--- config.mk ---
export PLATFORM = sky130hd
export DESIGN_NAME = sync_fifo_param
export DESIGN_NICKNAME = d
export VERILOG_FILES = /design/src/rtl/fifo_pkg.sv /design/src/rtl/sync_fifo_mem.sv /design/src/rtl/sync_fifo_param.sv
export SDC_FILE = /design/constraint.sdc
export NUM_CORES = 1
export LEC_CHECK = 0
export CAP_MARGIN = 5
export CORE_MARGIN = 8
export CORE_UTILIZATION = 52
export DETAILED_ROUTE_END_ITERATION = 8
export PLACE_DENSITY = 0.75
export SYNTH_ARGS = -nofsm -noshare
export SYNTH_HDL_FRONTEND = slang
export SYNTH_SLANG_ARGS = --single-unit
--- constraint.sdc ---
create_clock -name clk -period 3.5 [get_ports clk]
set_input_delay 0.7 -clock clk [delete_from_list [all_inputs] [get_ports clk]]
set_output_delay 0.7 -clock clk [all_outputs]
set_load 0.01 [all_outputs]
--- src/rtl/fifo_pkg.sv ---
// Shared types and helpers for the parametrised synchronous FIFO.
// Address width helper and packed status bundle.
package fifo_pkg;

    function automatic int fifo_addr_w(input int depth);
        return (depth <= 2) ? 1 : $clog2(depth);
    endfunction

    typedef struct packed {
        logic not_full;
        logic not_empty;
        logic almost_full;
        logic almost_empty;
    } fifo_status_t;

endpackage

--- src/rtl/sync_fifo_mem.sv ---
// DEPTH x WIDTH register array: one write port, one async read port,
// asynchronous clear of every entry.
module sync_fifo_mem
    import fifo_pkg::*;
#(
    parameter int WIDTH  = 49,
    parameter int DEPTH  = 4,
    parameter int ADDR_W = fifo_addr_w(DEPTH)
) (
    input  logic              clk,
    input  logic              rst_n,
    input  logic              we,
    input  logic [ADDR_W-1:0] w_addr,
    input  logic [WIDTH-1:0]  w_data,
    input  logic [ADDR_W-1:0] r_addr,
    output logic [WIDTH-1:0]  r_data
);

    logic [WIDTH-1:0] mem [DEPTH];

    always_ff @(posedge clk or negedge rst_n) begin
        if (!rst_n) begin
            for (int i = 0; i < DEPTH; i++) begin
                mem[i] <= '0;
            end
        end else if (we) begin
            mem[w_addr] <= w_data;
        end
    end

    assign r_data = mem[r_addr];

endmodule

--- src/rtl/sync_fifo_param.sv ---
// Parametrised single-clock FWFT FIFO with occupancy and threshold flags.
// Define FIFO_ERR_FLAG_EN to build sticky overflow/underflow flags.
module sync_fifo_param
    import fifo_pkg::*;
#(
    parameter int WIDTH     = 49,
    parameter int DEPTH     = 4,
    parameter int AF_THRESH = 3,
    parameter int AE_THRESH = 1,
    localparam int ADDR_W   = fifo_addr_w(DEPTH)
) (
    input  logic              clk,
    input  logic              rst_n,
    input  logic              flush,
    input  logic              wr_en,
    input  logic [WIDTH-1:0]  w_data,
    input  logic              rd_en,
    output logic [WIDTH-1:0]  r_data,
    output logic              not_full,
    output logic              not_empty,
    output logic [ADDR_W:0]   count,
    output logic              almost_full,
    output logic              almost_empty,
    output logic              overflow,
    output logic              underflow
);

    if ((DEPTH < 2) || ((DEPTH & (DEPTH - 1)) != 0)) begin : g_bad_depth
        $fatal(1, "sync_fifo_param: DEPTH must be a power of 2 >= 2");
    end
    if ((AF_THRESH < 1) || (AF_THRESH > DEPTH)) begin : g_bad_af
        $fatal(1, "sync_fifo_param: AF_THRESH out of range");
    end
    if ((AE_THRESH < 0) || (AE_THRESH > DEPTH - 1)) begin : g_bad_ae
        $fatal(1, "sync_fifo_param: AE_THRESH out of range");
    end

    localparam logic [ADDR_W:0] AF_LVL = AF_THRESH[ADDR_W:0];
    localparam logic [ADDR_W:0] AE_LVL = AE_THRESH[ADDR_W:0];

    logic [ADDR_W:0] w_ptr;
    logic [ADDR_W:0] r_ptr;
    logic            full;
    logic            empty;
    logic            wr_ok;
    logic            rd_ok;
    fifo_status_t    status;

    assign empty = (w_ptr == r_ptr);
    assign full  = (w_ptr[ADDR_W] != r_ptr[ADDR_W]) &&
                   (w_ptr[ADDR_W-1:0] == r_ptr[ADDR_W-1:0]);
    assign wr_ok = wr_en && !full;
    assign rd_ok = rd_en && !empty;

    always_ff @(posedge clk or negedge rst_n) begin
        if (!rst_n) begin
            w_ptr <= '0;
            r_ptr <= '0;
        end else if (flush) begin
            w_ptr <= '0;
            r_ptr <= '0;
        end else begin
            if (wr_ok) w_ptr <= w_ptr + 1'b1;
            if (rd_ok) r_ptr <= r_ptr + 1'b1;
        end
    end

    // Flush wins over a same-cycle write, so the array is left untouched.
    sync_fifo_mem #(
        .WIDTH  (WIDTH),
        .DEPTH  (DEPTH),
        .ADDR_W (ADDR_W)
    ) u_mem (
        .clk    (clk),
        .rst_n  (rst_n),
        .we     (wr_ok && !flush),
        .w_addr (w_ptr[ADDR_W-1:0]),
        .w_data (w_data),
        .r_addr (r_ptr[ADDR_W-1:0]),
        .r_data (r_data)
    );

    assign count = w_ptr - r_ptr;

    assign status = '{
        not_full:     !full,
        not_empty:    !empty,
        almost_full:  (count >= AF_LVL),
        almost_empty: (count <= AE_LVL)
    };

    assign not_full     = status.not_full;
    assign not_empty    = status.not_empty;
    assign almost_full  = status.almost_full;
    assign almost_empty = status.almost_empty;

`ifdef FIFO_ERR_FLAG_EN
    logic ovf_q;
    logic udf_q;

    always_ff @(posedge clk or negedge rst_n) begin
        if (!rst_n) begin
            ovf_q <= 1'b0;
            udf_q <= 1'b0;
        end else if (flush) begin
            ovf_q <= 1'b0;
            udf_q <= 1'b0;
        end else begin
            if (wr_en && full) begin
                ovf_q <= 1'b1;
                $error("sync_fifo_param: write while full");
            end
            if (rd_en && empty) begin
                udf_q <= 1'b1;
                $error("sync_fifo_param: read while empty");
            end
        end
    end

    assign overflow  = ovf_q;
    assign underflow = udf_q;
`else
    assign overflow  = 1'b0;
    assign underflow = 1'b0;
`endif

endmodule

# Word level (Yosys, flattened, before mapping)
# Index checks and enable logic that the tools add are counted.
[totals]
inputBits = 54
out_inout_bits = 58
regBits = 202
elab_cells = 39
[classes]
n_mux = 10
add_sub_neg = 3
n_eq_ne = 3
n_bitwise = 2
order_cmp = 5
n_reduce_logical = 10
[op_table]
columns = ["cell", "count"]
rows = [
  ["bitwise mux 196 bit", 1],
  ["two-way mux 49 bit", 3],
  ["binary-select mux 49 bit (select 2 bit)", 1],
  ["demux 49 bit (select 2 bit)", 1],
  ["two-way mux 3 bit", 4],
  ["adder 3 x 1 -> 3 bit (second input constant)", 2],
  ["greater-or-equal comparator 3 bit (second input constant)", 2],
  ["inverter 2 -> 3 bit", 2],
  ["logical AND 1 bit", 5],
  ["nonzero test 2 bit", 2],
  ["equality test 3 bit", 1],
  ["greater-or-equal comparator 3 x 2 -> 1 bit (second input constant)", 1],
  ["<= comparator 3 x 1 -> 1 bit (second input constant)", 1],
  ["logical NOT 1 bit", 3],
  ["less-than comparator 3 x 1 -> 1 bit (second input constant)", 1],
  ["subtractor 3 bit", 1],
  ["equality test 2 bit", 1],
  ["inequality test 1 bit", 1],
]

# Logic depth before layout (Yosys ltp)
[depth]
depth_word = 6
ltp_mapped = 10
ltp_nobuf = 6

# By module
# Synthesis repeated with hierarchy kept, for this count alone.
[unflattened]
cells_unflattened = 540
hier_area_um2 = 8992.4
[by_module_without_submodules]
columns = ["mod", "instances", "area_per_inst_um2", "seq_area_each_um2", "cells_per_inst"]
rows = [
  ["sync_fifo_mem", 1, 8460.6, 4904.7, 476],
  ["sync_fifo_param", 1, 531.8, 150.1, 64],
]

# Worst setup path after synthesis
# OpenSTA, ideal clock, no wires.
[synth_timing]
path_kind = "register to output"
from = "register r_ptr[1]"
to = "output port almost_full"
path_stages_with_launch = 7
required_time_ns = 2.800
path_slack_ns = 0.892
path_buffers = 2
arrival_time_ns = 1.908
path_cell_list = "dfrtp_1 > clkbuf_1 > buf_1 > inv_1 > fa_1 > xnor2_1 > a21o_1"
[synth_via]
elab_chain_cells = 2
[synth_lines]
columns = ["element", "line", "source"]
rows = [
  ["start, declared", "sync_fifo_param.sv:42", "logic [ADDR_W:0] r_ptr;"],
  ["start signal, assigned", "sync_fifo_param.sv:64", "if (rd_ok) r_ptr <= r_ptr + 1'b1;"],
  ["subtractor 3 bit", "sync_fifo_param.sv:83", "assign count = w_ptr - r_ptr;"],
  ["named net count[2]", "sync_fifo_param.sv:21", "output logic [ADDR_W:0] count,"],
  ["greater-or-equal comparator 3 x 2 -> 1 bit", "sync_fifo_param.sv:88", "almost_full: (count >= AF_LVL),"],
  ["end, declared", "sync_fifo_param.sv:22", "output logic almost_full,"],
]
# The timed path passes the listed nets, and every way through them passes these cells.

# Worst setup path after layout
[layout_timing]
from = "register w_ptr[0]"
to = "output port almost_full"
[layout_via]
elab_chain_cells = 2
[layout_lines]
columns = ["element", "line", "source"]
rows = [
  ["start, declared", "sync_fifo_param.sv:41", "logic [ADDR_W:0] w_ptr;"],
  ["start signal, assigned", "sync_fifo_param.sv:63", "if (wr_ok) w_ptr <= w_ptr + 1'b1;"],
  ["subtractor 3 bit", "sync_fifo_param.sv:83", ""],
  ["greater-or-equal comparator 3 x 2 -> 1 bit", "sync_fifo_param.sv:88", ""],
]
# Every way passes these cells.

==> impl_metrics.ini <==
[run_status]
outcome = completed

[yosys]
syn_area_um2 = 9140
synth.area.mux_share_pct = 37.8
yosysWarnings = 0
ys_ff_latch = 202
synth-xor-area-share_pct = 0.192
synth.distinct_cells = 33
avgSynthCellArea_um2 = 17.0
seq_area_frac_synth_pct = 55.3
synth-simple-area-share_pct = 0.945
synth_top_family_by_area = multiplexers
synthAdderAreaFrac_pct = 1.18
synth_compound_area_share_pct = 1.66
synthCells = 538

[sta]
tightest_slew_ps = 808
skew_ps = 14.4
max_freq_ghz = 0.297
slew_headroom_pct = 46.2
fin_crit_ps = 3370
rsz0062_at_grt = false
setup_viol = 0
fin_setup_tns_ps = 0
drv_slew = 0
hold_violations = 0
final.period_utilization_pct = 96.2

[global_routing]
grt_pass1_wl_um = 32000
first_global_vias = 5880
track_usage_pct = 18.2
grt_overflow = 0
grt_max_degree = 95
antenna_found_initial = 1

[worst_setup_path]
cpMaxStageDelayCell = clkdlybuf4s50_1
crit_start = w_ptr[0]
required_ps = 2800
arrival_ps = 2670
worstSetupPathDepth = 7
rrSetupSlack_ps = 930
slowest_delay_ps = 530
reg2reg_depth = 6
worst-setup-path-type = register to output pin
critPathBufInv = 3
regToRegEndpoint = u_mem.mem[21]
critPathLaunchType = register
reg2reg_from = w_ptr[0]
critical_path.max_fanout = 4
path_common_cell = inv_1
end_kind = output pin
cp-endpoint = almost_full
path_delay_family = buffers and inverters
path_cells = inv_1, ha_1, inv_1, fa_1, xnor2_1, a21o_1, clkdlybuf4s50_1

[floorplanning]
die_w_um = 149
core-area_um2 = 17200
die_h_um = 149
die_area_um2 = 22100
row_count = 48
ios = 112
initial_utilization_pct = 53.0

[hold_path]
hp-class = input port to asynchronous set/reset pin

[route]
ant_nets = 0
drt-initial-drc-count = 182
dr.pass1.iters = 4
post_drt_wl_per_cell_um = 21.8
top_layer = met5
met1Wirelength_um = 8420
wl_met3_um = 995
wl_met2_um = 9650
routed_wl_um = 19400
routed_via_density = 5.73
route.detailed.drc = 0
vias = 5110

[pwr]
p_leak_uw = 0.00476
peakVddDrop_mv = 0.466
powerDensity_nw_per_um2 = 794

[finish]
synthToLayoutAreaGrowth_pct = 22.3
nets = 715
n_antenna_cell = 0
multi_input_area_um2 = 3830
fillers = 1197
post-route-util_pct = 64.8
drive_gt1_share_pct = 45.6
seq_area_um2 = 5060

[clock_tree]
cts_made_buffers = 22
root_buffer = clkbuf_16
cts_buffer_depth = 3
cts.sinks = 202
insertion_delay_ps = 490
hold_buffers = 0
htree_levels = 1
post_cts_resized = 0
cts_setup_buffers = 0
cts_tree = built
clk_pin_slew_ps = 60

[place]
placement.io_buffers = 109
gp_congestion = 0.749
hpwl_um = 12400

[flow_run]
drv_cap = 0
worst min-delay path by stage:
stage,cells after the start,slack [ps],end,startpoint
after global placement,1,460,u_mem.mem[38],u_mem.mem[38]
after floorplan,0,400,r_ptr[0],rst_n
after global routing,1,340,u_mem.mem[181],rst_n
final,1,270,u_mem.mem[181],rst_n
after CTS,1,310,u_mem.mem[181],rst_n
after detailed placement,1,480,u_mem.mem[38],u_mem.mem[38]
cells in the final DEF, fill, tap and decap left out, drive strengths merged, types with 2 or more instances in the layout:
| cell type | n |
|---|---|
| a21oi | 4 |
| clkdlybuf4s50 | 108 |
| buf | 18 |
| nor2 | 5 |
| o2111ai | 2 |
| nand2 | 5 |
| ha | 7 |
| nand3b | 4 |
| o311ai | 2 |
| inv | 8 |
| clkinv | 2 |
| clkbuf | 37 |
| a211o | 2 |
| mux4 | 49 |
| conb | 2 |
| mux2 | 198 |
| dfrtp | 202 |
metal layers:
metal | vias up | GRT usage [%]
li1 | 2229 | -
met1 | 2743 | 23.8
met2 | 100 | 30.3
met3 | 36 | 4.28
met4 | 2 | 3.88
met5 | - | 0
final cells by class:
cell class | count | area share, %
Multi-Input combinational cell | 292 | 34.3
Sequential cell | 202 | 45.3
Tap cell | 225 | 2.52
Inverter | 8 | 0.269
Clock buffer | 36 | 6.30
Clock inverter | 2 | 0.0896
Timing Repair Buffer | 127 | 11.2
synthesized netlist by cell type:
| cell type | count | area (µm²) |
|---|---|---|
| a2111o_1 | 1 | 11.3 |
| a211o_1 | 2 | 17.5 |
| a21boi_0 | 1 | 7.51 |
| a21o_1 | 1 | 7.51 |
| a21oi_2 | 1 | 8.76 |
| a21oi_4 | 3 | 48.8 |
| and2_1 | 1 | 6.26 |
| buf_1 | 2 | 7.51 |
| buf_2 | 18 | 90.1 |
| buf_4 | 4 | 30.0 |
| buf_6 | 7 | 78.8 |
| clkbuf_1 | 6 | 22.5 |
| conb_1 | 1 | 3.75 |
| dfrtp_1 | 202 | 5050 |
| fa_1 | 1 | 20.0 |
| ha_1 | 7 | 87.6 |
| inv_1 | 8 | 30.0 |
| mux2_1 | 1 | 11.3 |
| mux2_2 | 167 | 1880 |
| mux2_4 | 30 | 450 |
| mux2i_1 | 1 | 10.0 |
| mux4_2 | 49 | 1100 |
| nand2_1 | 5 | 18.8 |
| nand2b_1 | 1 | 6.26 |
| nand3b_1 | 4 | 30.0 |
| nor2_1 | 5 | 18.8 |
| nor2b_1 | 1 | 6.26 |
| o2111ai_1 | 2 | 17.5 |
| o21a_1 | 1 | 7.51 |
| o311ai_0 | 2 | 17.5 |
| o31ai_1 | 1 | 7.51 |
| xnor2_1 | 1 | 8.76 |
| xor2_1 | 1 | 8.76 |
cells by family (layout without fill, tap and decap cells):
kind of cell    Yosys count  in the layout
compound gates           15             15
fa+ha+maj                 8              8
flops                   202            202
simple gates             17             17
buf+inv                  45            173
other cells               1              2
xor+xnor                  2              2
mux                     248            248
registers in the layout, indices dropped and copies added (netlist names):
name and cells:
r_ptr 3, w_ptr 3, u_mem.mem 196
report_power, final:
part | leakage, µW | internal, µW | switching, µW | total, µW
Sequential | 0.00253 | 3190 | 440 | 3630
Clock | 0.000355 | 1360 | 862 | 2230
Combinational | 0.00188 | 1940 | 1080 | 3020
through the flow:
stage,instances,instance area [µm²],setup WS (ps),hold slack [ps],total power (µW)
final,892,11200,134,265,8880
after global routing,892,11200,9.71,336,9370
after CTS,892,11200,124,309,9000
after detailed placement,854,10500,662,479,6710
after global placement,854,10500,723,465,6570
after floorplan,539,9140,892,404,5440
(Power assumes the default switching activity.)
